$ cat config.mk
export PLATFORM = sky130hd
export DESIGN_NAME = decode_stage
export DESIGN_NICKNAME = d
export VERILOG_FILES = /design/src/rtl/decode_stage_pkg.sv /design/src/rtl/ctrl_decode.sv /design/src/rtl/decode_stage.sv
export SDC_FILE = /design/constraint.sdc
export NUM_CORES = 1
export LEC_CHECK = 0
export CORE_AREA = 2 2 94 96
export DETAILED_ROUTE_END_ITERATION = 16
export DIE_AREA = 0 0 96 98
export DONT_BUFFER_PORTS = 1
export SYNTH_ARGS = -nofsm -noshare
export SYNTH_HDL_FRONTEND = slang
export SYNTH_SLANG_ARGS = --single-unit
export TNS_END_PERCENT = 10
$ cat constraint.sdc
create_clock -name clk -period 5.65 [get_ports clk]
set_input_delay 1.13 -clock clk [delete_from_list [all_inputs] [get_ports clk]]
set_output_delay 1.13 -clock clk [all_outputs]
set_load 0.01 [all_outputs]
$ cat src/rtl/decode_stage_pkg.sv
// rtl/decode_stage_pkg.sv - control bundle type, opcode/ALU constants and field-position helpers
package decode_stage_pkg;

  localparam int DEF_INSTR_LEN   = 32;
  localparam int DEF_XLEN        = 32;
  localparam int DEF_OPCODE_SIZE = 5;
  localparam int DEF_REG_ADDR_W  = 4;
  localparam int DEF_IMM_W       = 15;

  localparam int ALU_OP_SIZE = 4;

  typedef enum logic [ALU_OP_SIZE-1:0] {
    ALU_ADD = 4'd0,
    ALU_SUB = 4'd1,
    ALU_AND = 4'd2,
    ALU_ORR = 4'd3,
    ALU_NOR = 4'd4,
    ALU_XOR = 4'd5,
    ALU_LSL = 4'd6,
    ALU_LSR = 4'd7,
    ALU_LT  = 4'd8
  } alu_op_e;

  typedef struct packed {
    logic    reg_wr_en;
    logic    mem_en;
    logic    mem_rw;
    logic    sel_valb;
    logic    sel_wrdata;
    logic    sel_destreg;
    logic    is_branch;
    alu_op_e alu_op;
  } control_t;

  // Opcodes are held zero-extended to 32 bits so any OPCODE_SIZE up to 32 compares cleanly.
  localparam logic [31:0] OP_NOP  = 32'd0;
  localparam logic [31:0] OP_ADD  = 32'd1;
  localparam logic [31:0] OP_SUB  = 32'd2;
  localparam logic [31:0] OP_AND  = 32'd3;
  localparam logic [31:0] OP_ORR  = 32'd4;
  localparam logic [31:0] OP_NOR  = 32'd5;
  localparam logic [31:0] OP_XOR  = 32'd6;
  localparam logic [31:0] OP_LSL  = 32'd7;
  localparam logic [31:0] OP_LSR  = 32'd8;
  localparam logic [31:0] OP_ADDI = 32'd9;
  localparam logic [31:0] OP_SUBI = 32'd10;
  localparam logic [31:0] OP_LDW  = 32'd11;
  localparam logic [31:0] OP_LDB  = 32'd12;
  localparam logic [31:0] OP_STW  = 32'd13;
  localparam logic [31:0] OP_STB  = 32'd14;
  localparam logic [31:0] OP_BNE  = 32'd15;
  localparam logic [31:0] OP_BST  = 32'd16;
  localparam logic [31:0] OP_BLT  = 32'd17;
  localparam logic [31:0] OP_MOV  = 32'd18;

  // idx 0 = rd, 1 = rs1, 2 = rs2; fields sit MSB-first directly below the opcode.
  function automatic int regFieldLsb(input int instrLen, input int opcodeSize,
                                     input int regAddrW, input int idx);
    return instrLen - opcodeSize - (idx + 1) * regAddrW;
  endfunction

  localparam int DEF_OPC_LSB = DEF_INSTR_LEN - DEF_OPCODE_SIZE;
  localparam int DEF_RD_LSB  = regFieldLsb(DEF_INSTR_LEN, DEF_OPCODE_SIZE, DEF_REG_ADDR_W, 0);
  localparam int DEF_RS1_LSB = regFieldLsb(DEF_INSTR_LEN, DEF_OPCODE_SIZE, DEF_REG_ADDR_W, 1);
  localparam int DEF_RS2_LSB = regFieldLsb(DEF_INSTR_LEN, DEF_OPCODE_SIZE, DEF_REG_ADDR_W, 2);

endpackage

$ cat src/rtl/ctrl_decode.sv
// rtl/ctrl_decode.sv - combinational opcode to control bundle, illegal flag and rs2-usage flag
module ctrl_decode
  import decode_stage_pkg::*;
#(
  parameter int OPCODE_SIZE = DEF_OPCODE_SIZE
) (
  input  logic [OPCODE_SIZE-1:0] opcode,
  output control_t               ctrl,
  output logic                   illegal,
  output logic                   usesRs2
);

  logic [31:0] opWide;
  assign opWide = 32'(opcode);

  always_comb begin
    ctrl    = '0;
    illegal = 1'b0;
    usesRs2 = 1'b0;
    case (opWide)
      OP_NOP: ;
      OP_ADD, OP_SUB, OP_AND, OP_ORR, OP_NOR, OP_XOR, OP_LSL, OP_LSR: begin
        ctrl.reg_wr_en = 1'b1;
        usesRs2        = 1'b1;
        case (opWide)
          OP_SUB:  ctrl.alu_op = ALU_SUB;
          OP_AND:  ctrl.alu_op = ALU_AND;
          OP_ORR:  ctrl.alu_op = ALU_ORR;
          OP_NOR:  ctrl.alu_op = ALU_NOR;
          OP_XOR:  ctrl.alu_op = ALU_XOR;
          OP_LSL:  ctrl.alu_op = ALU_LSL;
          OP_LSR:  ctrl.alu_op = ALU_LSR;
          default: ctrl.alu_op = ALU_ADD;
        endcase
      end
      OP_ADDI, OP_SUBI: begin
        ctrl.reg_wr_en   = 1'b1;
        ctrl.sel_valb    = 1'b1;
        ctrl.sel_destreg = 1'b1;
        ctrl.alu_op      = (opWide == OP_SUBI) ? ALU_SUB : ALU_ADD;
      end
      OP_LDW, OP_LDB: begin
        ctrl.reg_wr_en   = 1'b1;
        ctrl.mem_en      = 1'b1;
        ctrl.sel_valb    = 1'b1;
        ctrl.sel_wrdata  = 1'b1;
        ctrl.sel_destreg = 1'b1;
      end
      OP_STW, OP_STB: begin
        ctrl.mem_en      = 1'b1;
        ctrl.mem_rw      = 1'b1;
        ctrl.sel_valb    = 1'b1;
        ctrl.sel_destreg = 1'b1;
        usesRs2          = 1'b1;
      end
      OP_BNE, OP_BST: begin
        ctrl.is_branch = 1'b1;
        ctrl.alu_op    = ALU_XOR;
      end
      OP_BLT: begin
        ctrl.is_branch = 1'b1;
        ctrl.alu_op    = ALU_LT;
      end
      OP_MOV: begin
        ctrl.reg_wr_en = 1'b1;
        ctrl.alu_op    = ALU_ORR;
      end
      default: illegal = 1'b1;
    endcase
  end

endmodule

$ cat src/rtl/decode_stage.sv
// rtl/decode_stage.sv - registered decode stage with valid/ready, load-use bubble and flush
// DECODE_SKID_EN adds a 1-entry skid buffer and a registered in_ready.
module decode_stage
  import decode_stage_pkg::*;
#(
  parameter int INSTR_LEN   = DEF_INSTR_LEN,
  parameter int XLEN        = DEF_XLEN,
  parameter int OPCODE_SIZE = DEF_OPCODE_SIZE,
  parameter int REG_ADDR_W  = DEF_REG_ADDR_W,
  parameter int IMM_W       = DEF_IMM_W
) (
  input  logic                  clk,
  input  logic                  rst_n,
  input  logic                  flush,
  input  logic                  in_valid,
  output logic                  in_ready,
  input  logic [INSTR_LEN-1:0]  instr,
  input  logic [XLEN-1:0]       pc_in,
  output logic                  out_valid,
  input  logic                  out_ready,
  output control_t              ctrl,
  output logic [REG_ADDR_W-1:0] rd,
  output logic [REG_ADDR_W-1:0] rs1,
  output logic [REG_ADDR_W-1:0] rs2,
  output logic [XLEN-1:0]       imm,
  output logic [XLEN-1:0]       pc_out,
  output logic                  illegal
);

  localparam int OPC_LSB = INSTR_LEN - OPCODE_SIZE;
  localparam int RD_LSB  = regFieldLsb(INSTR_LEN, OPCODE_SIZE, REG_ADDR_W, 0);
  localparam int RS1_LSB = regFieldLsb(INSTR_LEN, OPCODE_SIZE, REG_ADDR_W, 1);
  localparam int RS2_LSB = regFieldLsb(INSTR_LEN, OPCODE_SIZE, REG_ADDR_W, 2);

  logic [INSTR_LEN-1:0]   srcInstr;
  logic [XLEN-1:0]        srcPc;
  logic [OPCODE_SIZE-1:0] srcOpcode;
  logic [REG_ADDR_W-1:0]  srcRd, srcRs1, srcRs2;
  logic [XLEN-1:0]        srcImm;
  logic                   srcIsMov;
  control_t               decCtrl;
  logic                   decIllegal, decUsesRs2;
  logic                   heldIsLoad, hazard, canLoad, loadOut;

  assign srcOpcode = srcInstr[OPC_LSB +: OPCODE_SIZE];
  assign srcRd     = srcInstr[RD_LSB  +: REG_ADDR_W];
  assign srcRs1    = srcInstr[RS1_LSB +: REG_ADDR_W];
  assign srcRs2    = srcInstr[RS2_LSB +: REG_ADDR_W];
  assign srcImm    = {{(XLEN-IMM_W){srcInstr[IMM_W-1]}}, srcInstr[IMM_W-1:0]};
  assign srcIsMov  = (32'(srcOpcode) == OP_MOV);

  ctrl_decode #(.OPCODE_SIZE(OPCODE_SIZE)) u_ctrl_decode (
    .opcode  (srcOpcode),
    .ctrl    (decCtrl),
    .illegal (decIllegal),
    .usesRs2 (decUsesRs2)
  );

  // r0 never carries a load result, so a load into r0 cannot create a dependency.
  assign heldIsLoad = out_valid && ctrl.mem_en && !ctrl.mem_rw && (rd != '0);
  assign hazard     = heldIsLoad && ((srcRs1 == rd) || (decUsesRs2 && (srcRs2 == rd)));
  assign canLoad    = (!out_valid || out_ready) && !hazard && !flush;

`ifdef DECODE_SKID_EN
  logic                 skidFull;
  logic [INSTR_LEN-1:0] skidInstr;
  logic [XLEN-1:0]      skidPc;

  assign srcInstr = skidFull ? skidInstr : instr;
  assign srcPc    = skidFull ? skidPc : pc_in;
  assign loadOut  = (skidFull || in_valid) && canLoad;
  assign in_ready = !skidFull;

  always_ff @(posedge clk or negedge rst_n) begin
    if (!rst_n) begin
      skidFull  <= 1'b0;
      skidInstr <= '0;
      skidPc    <= '0;
    end else if (flush) begin
      skidFull <= 1'b0;
    end else if (skidFull) begin
      if (canLoad) skidFull <= 1'b0;
    end else if (in_valid && !canLoad) begin
      skidFull  <= 1'b1;
      skidInstr <= instr;
      skidPc    <= pc_in;
    end
  end
`else
  assign srcInstr = instr;
  assign srcPc    = pc_in;
  assign loadOut  = in_valid && canLoad;
  assign in_ready = canLoad;
`endif

  always_ff @(posedge clk or negedge rst_n) begin
    if (!rst_n) begin
      out_valid <= 1'b0;
      ctrl      <= '0;
      rd        <= '0;
      rs1       <= '0;
      rs2       <= '0;
      imm       <= '0;
      pc_out    <= '0;
      illegal   <= 1'b0;
    end else if (flush) begin
      out_valid <= 1'b0;
    end else if (loadOut) begin
      out_valid <= 1'b1;
      ctrl      <= decCtrl;
      rd        <= srcRd;
      rs1       <= srcRs1;
      rs2       <= srcIsMov ? '0 : srcRs2;
      imm       <= srcImm;
      pc_out    <= srcPc;
      illegal   <= decIllegal;
    end else if (out_ready) begin
      out_valid <= 1'b0;
    end
  end

endmodule

* After elaboration in Yosys (flattened, before gate mapping)
Cells that the tools add are included.
** Cells by class
- Mux-type cells :: 15
- Equal/unequal tests :: 20
- Bitwise operators :: 1
- Reduce and logical (&&, ||, !) cells :: 29
** Operators by type and width (count)
- == test 5 x 4 -> 1 bit (second input constant) :: 8
- zero test 32 bit :: 1
- case mux 3 bit (7 select lines) :: 1
- == test 5 x 3 -> 1 bit (second input constant) :: 4
- case mux 4 bit (5 select lines) :: 1
- OR reduction 19 bit :: 1
- == test 5 bit (second input constant) :: 3
- OR reduction 13 bit :: 1
- 2-to-1 mux 1 bit :: 12
- == test 5 x 2 -> 1 bit (second input constant) :: 2
- OR reduction 10 bit :: 1
- == test 4 bit :: 2
- logical AND 1 bit :: 8
- OR reduction 2 bit :: 4
- OR reduction 8 bit :: 1
- OR reduction 6 bit :: 1
- == test 5 x 1 -> 1 bit (second input constant) :: 1
- zero test 1 bit :: 4
- 2-to-1 mux 4 bit :: 1
- nonzero test 4 bit :: 1
- OR reduction 4 bit :: 1
- nonzero test 3 bit :: 1
- OR reduction 3 bit :: 1
- logical OR 1 bit :: 2
- 2 further kinds :: 2
** Storage, ports and cells
- Word-level logic and storage cells :: 79
- Register bits after elaboration :: 71
- Output and inout bits :: 90

* Depth between registers and ports, before layout
- Depth in word-level cells :: 12
- Depth in mapped cells :: 7
- Depth with buffers taken out :: 5

* By module
A second synthesis with hierarchy kept.
** Unflattened totals
- Cell total of the unflattened synthesis :: 249
- Area total of the unflattened synthesis :: 3632.2 sq um
** By module, submodules not included
- decode_stage :: times used 1, sequential area each 1801.7 sq um, cells an instance 199, area an instance 3321.9 sq um
- ctrl_decode :: times used 1, sequential area each 0.0 sq um, cells an instance 50, area an instance 310.3 sq um

* Least setup slack after synthesis
No wires, ideal clock.
- Path type :: in2out
- From :: in instr[29]
- To :: out in_ready
- Arrival :: 2.079 ns
- Path buffers :: 1
- Stages on the path :: 5
- Slack :: 2.441 ns
- Cells stage by stage :: buf_2 -> nor2_2 -> a21oi_1 -> a31oi_1 -> o21a_1
** On the way
- Word-level cells in the longest chain between the ends :: 9
** Ends and longest elaborated chain
- from (decl) :: RTL line decode_stage.sv:17 : input logic [INSTR_LEN-1:0] instr,
- == test 5 x 1 -> 1 bit (tied with other cells) :: RTL line ctrl_decode.sv:20 : case (opWide)
- OR reduction 10 bit (no source line) (*)
- 2-to-1 mux 1 bit (*) :: RTL line ctrl_decode.sv:20
- logical AND 1 bit (*) :: RTL line decode_stage.sv:61 : assign hazard = heldIsLoad && ((srcRs1 == rd) || (decUsesRs2 && (srcRs2 == rd)));
- logical OR 1 bit (*) :: RTL line decode_stage.sv:61
- logical AND 1 bit (*) :: RTL line decode_stage.sv:61
- zero test 1 bit (*) :: RTL line decode_stage.sv:62 : assign canLoad = (!out_valid || out_ready) && !hazard && !flush;
- logical AND 1 bit (*) (2 in a row) :: RTL line decode_stage.sv:62
- to (decl) :: RTL line decode_stage.sv:16 : output logic in_ready,
Every way passes the cells marked *; elsewhere a longest branch is shown, timed or not.

* Final worst setup path
Ends and elaborated chain as after synthesis.

==> results.ini <==
[critical_path]
endpoint_kind=output pin
crit_required_ns=4.52
crit_type=in2out
reg2reg_depth=6
arrival_ns=2.12
worstSetupEndpoint=in_ready
cp-start-kind=primary input
startpoint=instr[29]
r2r_start=rd[2]
path_max_fanout=17
timing.rr.end=pc_out[13]
r2r_setup_slack_ns=3.01

[clock_network]
cts.repair.resized=0
ctsHoldBuffers=0
clock_sinks=71
insertion_delay_ns=0.34
clock_path_buffers=2
postCtsSetupBuffers=0
numCtsBuffers=9
cts_tree=yes
htree_levels=3
cts_root_buf=clkbuf_8
path_clk_slew_ns=0.08

[synthesis]
ys_types=38
synth_area_leaders=dfrtp_1 (51%), mux2_4 (28%), buf_4 (3.9%)
synth_top_area_cell=dfrtp_1
synthCells=245
synth_nets=314
synth_top_area_share_pct=50.7
netlist_area_um2=3510
synth-seq-cells=71
yosysSeqAreaShare_pct=50.7
synth_area_per_cell_um2=14.3
synth-warning-count=0

[floorplanning]
pin_count=159
rows=34
die_h_um=98
start_util_pct=41.4
core_area_um2=8470
chipWidth_um=96
die-area_um2=9410

[sta]
period_minus_slack_ns=3.25
max-slew-margin-rel_pct=41.3
slew_viol_final=0
setup_viol=0
worstMarginPinSlew_ns=0.881
rsz0062_at_grt=false
setup_tns_ns=0
hold_viol=0
fin_skew_ns=0.00855
max_freq_ghz=0.307
fin_crit_sh_pct=57.6
holdWs_ns=0.480

[run]
cap_viol_max_count=0

[cells_and_area]
diodes=0
final_layout_size_suffix_gt1_share_pct=37.9
final_nets=296
final_common_cell=dfrtp_1
num-fill-cells=773
final_cells=340
layout_common_cells=dfrtp_1 (70), mux2_4 (65), xor2_1 (11)
syn2layout_area_growth_pct=2.50

[placement]
place.port_buffers=0
gp_congestion=0.766
dp_hpwl_um=4760
dpl.cell_count=324

[power_and_ir_drop]
p_per_area_nw_per_um2=348
peakVddDrop_mv=0.0984
leakage_nw=1.78

[min_path]
hp-class=in2async

[drt]
first_iter_violations=34
drtPass1Iterations=4
postRouteAntennaNets=0
routedWlPerCell_um=19.9
route.detailed.drc=0
num_vias=1749
routed_wl_um=6770
via_per_inst=5.14

[run_status]
status=completed

[global_route]
grt_pass1_vias=1749
grt_use_total_pct=14.0
grt_pass1_wl_um=9820
grt_max_degree=72
grt_overflow=0
grt_antenna_before_repair=0

kinds of logic after synthesis:
| group | count (synthesis) | synth area share (%) |
|---|---|---|
| DFF | 71 | 50.7 |
| muxes | 70 | 29.3 |
| buffers and inverters | 40 | 7.78 |
| and+or+nand+nor | 29 | 4.32 |
| AOI/OAI and AO/OA | 22 | 4.68 |
| xor gates and xnor gates | 12 | 3.00 |
| adders and majority gates | 1 | 0.286 |
layer usage:
metal	up-vias	routed length [µm]	track usage [%]
li1	790	-	-
met1	856	2730	17.1
met2	92	3080	20.8
met3	11	820	7.02
met4	0	133	5.93
met5	-	0	0
registers in the layout (all words and copies together) (netlist names):
signal,flops
pc_out,32
out_valid,1
ctrl,10
rs2,4
rs1,4
imm,15
rd,4
illegal,1
where the power goes:
| part | internal (mW) | total (mW) | switching (mW) | leakage, nW |
|---|---|---|---|---|
| clock network | 0.171 | 0.358 | 0.188 | 0.0853 |
| logic | 0.125 | 0.176 | 0.0513 | 0.840 |
| registers | 0.589 | 0.714 | 0.125 | 0.850 |
final cells by class:
cell class	instances	area (µm²)	area share (%)
Sequential cell	71	1780	49.5
Multi-Input combinational cell	134	1460	40.5
Clock buffer	11	141	3.93
Tap cell	108	135	3.76
Clock inverter	5	33.8	0.940
Inverter	9	33.8	0.940
Timing Repair Buffer	2	15.0	0.418
through the flow:
stage	setup WS (ns)	utilization, %	area (µm²)	power (mW)
floorplan	2.44	-	3510	0.901
global placement	2.39	40.4	3420	0.899
detailed placement	2.39	40.4	3420	0.905
CTS	2.40	42.4	3590	1.27
global route	2.30	42.4	3590	1.32
finish	2.40	42.4	3590	1.25
Yosys cell counts:
master / count
o31ai_1: 1
a22oi_1: 1
nor3_1: 2
nand3_1: 3
inv_1: 9
a21o_1: 1
buf_4: 18
mux2_4: 65
nand2_1: 8
a21oi_1: 5
o21a_1: 2
buf_6: 7
o22ai_1: 1
xnor2_1: 1
o21ai_0: 3
o211ai_4: 1
buf_2: 2
nor2_1: 6
nor4_1: 2
a21bo_2: 1
a31oi_1: 1
or3b_2: 1
nor2_2: 1
nand3b_1: 2
o221ai_1: 1
o41ai_1: 2
maj3_1: 1
nor3b_1: 1
and3_1: 1
buf_1: 1
nor4b_1: 1
a22o_1: 1
xor2_1: 11
dfrtp_1: 71
clkbuf_1: 3
o211ai_1: 1
and2b_2: 1
mux2i_1: 5
worst min path at each step:
stage	slack, ns	startpoint	cells after the start	endpoint
detailed placement	0.57	pc_out[5]	1	pc_out[5]
global route	0.44	rst_n	0	imm[8]
CTS	0.46	rst_n	0	pc_out[24]
floorplan	0.55	ctrl[10]	2	ctrl[10]
global placement	0.57	pc_out[6]	1	pc_out[6]
finish	0.48	rst_n	0	pc_out[24]
critical path, stage by stage:
cell and delay, ns:
nor2_2 0.20, a21oi_1 0.12, a31oi_1 0.43, o21a_1 0.24
No activity file was read; power rests on OpenSTA's default activity.
